File: config.mk
export PLATFORM = sky130hd
export DESIGN_NAME = uart_rx_flat
export DESIGN_NICKNAME = d
export VERILOG_FILES = /design/src/rtl/uart_rx_if.sv /design/src/rtl/uart_rx.sv /design/src/flat_wrapper.sv
export SDC_FILE = /design/constraint.sdc
export NUM_CORES = 1
export LEC_CHECK = 0
export CORE_ASPECT_RATIO = 0.75
export CORE_MARGIN = 2
export CORE_UTILIZATION = 54
export DETAILED_ROUTE_END_ITERATION = 12
export HOLD_SLACK_MARGIN = 0.15
export PLACE_DENSITY = 0.88
export REMOVE_ABC_BUFFERS = 1
export SKIP_LAST_GASP = 1
export SLEW_MARGIN = 10
export SYNTH_ARGS = -nofsm -noshare
export SYNTH_HDL_FRONTEND = slang
export SYNTH_SLANG_ARGS = --single-unit
File: constraint.sdc
create_clock -name clk -period 2.3 [get_ports clk]
set_clock_uncertainty 0.1 [all_clocks]
set_input_delay 0.69 -clock clk [delete_from_list [all_inputs] [get_ports clk]]
set_output_delay 0.69 -clock clk [all_outputs]
set_load 0.005 [all_outputs]
File: src/rtl/uart_rx_if.sv
// uart_rx_if
//   Bundles the serial input and the parallel-side outputs of the UART receiver.
//   Signals:
//     rx         serial line into the receiver (idles high)
//     data[7:0]  last correctly received byte
//     rcv        1-cycle strobe: data updated this cycle
//     ferr       1-cycle strobe: framing error, data not updated
//     busy       receiver is inside a frame (not IDLE)
//     state_dbg  current receiver FSM state encoding, for observation only
//   Modports:
//     master  the receiver (drives data/strobes, consumes rx)
//     slave   the environment (drives rx, consumes data/strobes)
interface uart_rx_if;
    logic       rx;
    logic [7:0] data;
    logic       rcv;
    logic       ferr;
    logic       busy;
    logic [2:0] state_dbg;

    modport master (
        input  rx,
        output data, rcv, ferr, busy, state_dbg
    );

    modport slave (
        output rx,
        input  data, rcv, ferr, busy, state_dbg
    );
endinterface

File: src/rtl/uart_rx.sv
// uart_rx
//   8N1 UART receiver, LSB first. The rx pin is brought into the clk domain
//   through a 2-FF synchroniser; a falling edge in IDLE starts a frame, each
//   bit is sampled at mid-period using a clock-cycle counter.
//   Ports:
//     clk   system clock
//     rst   asynchronous, active-high reset
//     bus   uart_rx_if.master (rx in; data, rcv, ferr, busy, state_dbg out)
//   Output protocol: there is no back-pressure. rcv pulses for exactly one
//   cycle when data takes a new byte; ferr pulses for exactly one cycle when a
//   stop bit is sampled low, and data is left unchanged. The two strobes are
//   never high together, and neither is high on two consecutive cycles.
module uart_rx #(
    parameter int BAUD_DIV = 104,
    parameter int CW       = 7
) (
    input  logic     clk,
    input  logic     rst,
    uart_rx_if.master bus
);

    typedef enum logic [2:0] {
        S_IDLE  = 3'd0,
        S_START = 3'd1,
        S_DATA  = 3'd2,
        S_STOP  = 3'd3,
        S_BRK   = 3'd4
    } state_t;

    localparam logic [CW-1:0] HALF_T = CW'(BAUD_DIV / 2 - 1);
    localparam logic [CW-1:0] FULL_T = CW'(BAUD_DIV - 1);

    state_t        state, state_nxt;
    logic          rx_m, rx_s, rx_p;
    logic [CW-1:0] cnt;
    logic [CW-1:0] target;
    logic [2:0]    bit_idx;
    logic [7:0]    shreg;
    logic [7:0]    data_q;
    logic          rcv_q, ferr_q;

    logic          tick, fall;
    logic          do_shift, do_rcv, do_ferr;

    // Synchroniser plus one history stage for edge detection. All reset to
    // the idle level so reset release never looks like a start edge.
    always_ff @(posedge clk or posedge rst) begin
        if (rst) begin
            rx_m <= 1'b1;
            rx_s <= 1'b1;
            rx_p <= 1'b1;
        end else begin
            rx_m <= bus.rx;
            rx_s <= rx_m;
            rx_p <= rx_s;
        end
    end

    assign fall   = rx_p & ~rx_s;
    // START waits half a bit to land mid start bit; afterwards whole bits.
    assign target = (state == S_START) ? HALF_T : FULL_T;
    assign tick   = (cnt == target);

    always_comb begin
        state_nxt = state;
        do_shift  = 1'b0;
        do_rcv    = 1'b0;
        do_ferr   = 1'b0;
        case (state)
            S_IDLE: begin
                if (fall) state_nxt = S_START;
            end
            S_START: begin
                if (tick) begin
                    // A high line at mid start bit was only a glitch.
                    state_nxt = rx_s ? S_IDLE : S_DATA;
                end
            end
            S_DATA: begin
                if (tick) begin
                    do_shift = 1'b1;
                    if (bit_idx == 3'd7) state_nxt = S_STOP;
                end
            end
            S_STOP: begin
                if (tick) begin
                    if (rx_s) begin
                        do_rcv    = 1'b1;
                        // Leaving mid stop bit lets the next start edge be seen.
                        state_nxt = S_IDLE;
                    end else begin
                        do_ferr   = 1'b1;
                        state_nxt = S_BRK;
                    end
                end
            end
            S_BRK: begin
                // Line held low (break): wait for it to return to idle.
                if (rx_s) state_nxt = S_IDLE;
            end
            default: state_nxt = S_IDLE;
        endcase
    end

    always_ff @(posedge clk or posedge rst) begin
        if (rst) begin
            state <= S_IDLE;
        end else begin
            state <= state_nxt;
        end
    end

    // Bit-period counter: restarts on every state change and every sample,
    // and stays parked at zero while waiting for an edge or for the line.
    always_ff @(posedge clk or posedge rst) begin
        if (rst) begin
            cnt <= '0;
        end else if (state_nxt != state || tick ||
                     state == S_IDLE || state == S_BRK) begin
            cnt <= '0;
        end else begin
            cnt <= cnt + CW'(1);
        end
    end

    always_ff @(posedge clk or posedge rst) begin
        if (rst) begin
            bit_idx <= 3'd0;
            shreg   <= 8'h00;
        end else begin
            if (state != S_DATA) begin
                bit_idx <= 3'd0;
            end else if (do_shift) begin
                bit_idx <= bit_idx + 3'd1;
            end
            // LSB arrives first, so bits enter at the top and move down.
            if (do_shift) begin
                shreg <= {rx_s, shreg[7:1]};
            end
        end
    end

    always_ff @(posedge clk or posedge rst) begin
        if (rst) begin
            data_q <= 8'h00;
            rcv_q  <= 1'b0;
            ferr_q <= 1'b0;
        end else begin
            rcv_q  <= do_rcv;
            ferr_q <= do_ferr;
            if (do_rcv) begin
                data_q <= shreg;
            end
        end
    end

    assign bus.data      = data_q;
    assign bus.rcv       = rcv_q;
    assign bus.ferr      = ferr_q;
    assign bus.busy      = (state != S_IDLE);
    assign bus.state_dbg = state;

endmodule
File: src/flat_wrapper.sv
// flat-port wrapper written by rule: the top's interface ports become plain ports
module uart_rx_flat 
#(
    parameter int BAUD_DIV = 104,
    parameter int CW       = 7
)
  (clk, rst, bus_rx, bus_data, bus_rcv, bus_ferr, bus_busy, bus_state_dbg);
  uart_rx_if bus_i ();
  input  logic clk;
  input  logic rst;
  input wire logic [$bits(bus_i.rx)-1:0] bus_rx;
  output wire logic [$bits(bus_i.data)-1:0] bus_data;
  output wire logic [$bits(bus_i.rcv)-1:0] bus_rcv;
  output wire logic [$bits(bus_i.ferr)-1:0] bus_ferr;
  output wire logic [$bits(bus_i.busy)-1:0] bus_busy;
  output wire logic [$bits(bus_i.state_dbg)-1:0] bus_state_dbg;
  assign bus_i.rx = bus_rx;
  assign bus_data = bus_i.data;
  assign bus_rcv = bus_i.rcv;
  assign bus_ferr = bus_i.ferr;
  assign bus_busy = bus_i.busy;
  assign bus_state_dbg = bus_i.state_dbg;
  uart_rx #(.BAUD_DIV(BAUD_DIV), .CW(CW)) u_core (.clk(clk), .rst(rst), .bus(bus_i));
endmodule
==> out/metrics.csv <==
metric,value,unit
outcome,completed,
Flop pwr share,48.3,%
P_leak,0.8187,nW
Worst Hold Class,register to register,
placed insts,166,
initial antenna violation count,0,
Max VDD drop,453.1,uV
first-pass GRT wire length,4298,microns
biggest cell delay along the critical path,0.50,ns
Synth cell types,32,
Post-synth EDFFs,0,
initial core utilization,56.49,%
# nets final,146,
clk buf depth,2,
Die H,49.19,microns
Worst Setup SP,u_core.bus.state_dbg[2],
max_slew headroom,58.06,%
Die Area,3160,sq um
Inserted Clock Buffers,5,
largest net degree at the start of global routing,35,
Setup CP Type,register to output pin,
Final GP Congestion,0.7724,
DP Area,1664,sq um
Fin Setup TNS,0,ns
DPL Wire Length,1866,microns
combinational cell fraction of total power,23.4,%
htree depth,2,
WL/cell,15.16,microns
vias in the first global route,999,
CP required,1.51,ns
# DRC,0,
num ports,17,
crit end category,output pin,
YS warnings,0,
final hold violation count,0,
f_max,0.4408,GHz
Fill cells,182,
worst r2r src,u_core.cnt[0],
Total Wirelength,2683,microns
RR Endpoint,u_core.bus.data[1],
Mapped Area,1470,sq um
cells along the critical path,inv_1 > nand2_1 > clkdlybuf4s50_1,
Synth top cells by count,"dfrtp_1 (31), mux2_2 (17), nor2_1 (13)",
Overflow after GRT,0,
antenna cells,0,
Clock Tree Root,clkbuf_4,
clock share of power,28.3,%
Post-synth top flop,dfrtp_1,
Tmin final,2.269,ns
Initial DRC Count,56,
crit path capture,bus_busy,
Die Span X,64.25,microns
switching pwr,0.4780,mW
Area Overhead vs Synth,20.85,%
internal power,1.107,mW
PwrDens,892.3,nW/um^2
via density per instance,5.627,
fin. max-slew vios,0,
clk sinks,34,
count of final setup violators,0,
clock transition at the registers of the reported paths,0.09,ns
vias,996,
Worst path slowest cell,clkdlybuf4s50_1,
R2R cell count,5,
Slew @ Worst Pin,0.6291,ns
Antenna Nets Post-Route,0,
PortBufs,16,
layout cell share with drive strength beyond 1,26.24,%
"Max FO, Critical Path",7,
Site Rows,16,
fin crit share,98.64,%
Post-Syn Instances,115,
final instance area,1777,sq um
total core area,2603,sq um
max-cap violation count,0,
Synth area leaders,"dfrtp_1 (53%), mux2_2 (13%), dfstp_2 (5.4%)",
CP Data Arrival Time,1.48,ns
CTS tree,yes,
"area leader, netlist",dfrtp_1,
most common cell in the netlist,dfrtp_1,
switching part of the total,30.15,%
post-synthesis register bit count,34,
drt first pass iters,4,
fin cells,177,
Tot GR Track Use,18.39,%
Worst-Skew Late Latency,0.33,ns
Post-synth ARST share,100.0,%
Avg Inst Size Synth,12.78,sq um
sequential fraction of the synthesis area,58.13,%
reg2reg setup slack,0.24,ns
CP Launch Type,register,
top cell type's share of synthesized area,52.77,%
## cells in the final DEF (no fill, tap or decap), types with 2 or more instances in the layout
cell type and instances:
a21oi_1 2, a31oi_1 2, a32oi_1 2, and3b_1 2, buf_4 4, clkbuf_4 5, clkdlybuf4s50_1 16, dfrtp_1 29
dfrtp_2 2, dfstp_2 3, ha_1 3, inv_1 4, mux2_2 17, nand2_1 5, nand3_1 4, nand3b_1 2
nor2_1 12, nor2_2 2, nor4_1 2, o21ai_0 2, xnor2_1 4, xor2_1 2
## layer usage
metal  GRT usage, %  wire [microns]  vias up
met3          5.774             151       11
met1          20.69            1141      487
li1               -               -      454
met5              0               0        -
met4          9.574              74        0
met2          31.42            1316       44
## worst max-delay path, delay by kind of cell, from the launching register on
family	cells	cell delay (ns)
buffers and inverters	2	0.61
and+or+nand+nor	1	0.08
DFF	1	0.46
## stage by stage
step | setup WS [ns] | utilization (%) | hold WS (ns) | power [mW]
CTS | 0.0001268 | 67.26 | 0.2691 | 1.575
detailed placement | 0.2561 | 63.94 | 0.2539 | 1.124
finish | 0.03131 | 68.27 | 0.2670 | 1.585
floorplan | 0.4889 | - | 0.2452 | 1.019
global route | -0.04410 | 68.27 | 0.2723 | 1.665
global placement | 0.3496 | 63.94 | 0.2465 | 1.092
## what timing repair did
action	CTS	global route
setup buffers	0	3
hold buffers	0	0
pin swaps	0	0
gates resized for setup	1	2
gates cloned	0	0
setup endpoints to repair	1	1
## cell type report
| cell class | count | area [sq um] | share of cell area (%) |
|---|---|---|---|
| sequential | 34 | 857.1 | 48.24 |
| multi-input combinational | 75 | 584.3 | 32.89 |
| timing repair buffer | 20 | 190.2 | 10.70 |
| clock buffer | 7 | 55.05 | 3.099 |
| tap | 36 | 45.04 | 2.535 |
| clock inverter | 1 | 30.03 | 1.690 |
| inverter | 4 | 15.01 | 0.8451 |
## sequential cells by signal, summed over array words and instances, names as in the netlist, 3 cells and up
signal                flops
u_core.cnt                7
u_core.shreg              8
u_core.bus.state_dbg      3
u_core.bit_idx            3
u_core.bus.data           8
## kinds of logic after synthesis
group	Yosys count	synth area share, %
buf+inv	6	2.298
fa+ha+maj	3	2.553
simple gates	37	14.13
flops	34	58.13
mux	19	14.47
xor+xnor	6	3.574
compound gates	10	4.851
## power groups by stage
stage | Sequential (mW) | Combinational, mW | Clock, mW
final | 0.766 | 0.371 | 0.448
after global routing | 0.776 | 0.404 | 0.485
after CTS | 0.764 | 0.350 | 0.461
after detailed placement | 0.776 | 0.348 | 0
after global placement | 0.763 | 0.329 | 0
after floorplan | 0.748 | 0.271 | 0
## how the worst min path moves through the flow
stage	start	slack (ns)	to	cells past startpoint
floorplan	u_core.rx_m	0.25	u_core.rx_s	0
global placement	u_core.rx_m	0.25	u_core.rx_s	0
detailed placement	u_core.rx_m	0.25	u_core.rx_s	0
CTS	u_core.rx_m	0.27	u_core.rx_s	0
global route	u_core.rx_m	0.27	u_core.rx_s	0
finish	u_core.rx_m	0.27	u_core.rx_s	0
Power figures use the tool's default switching activity.
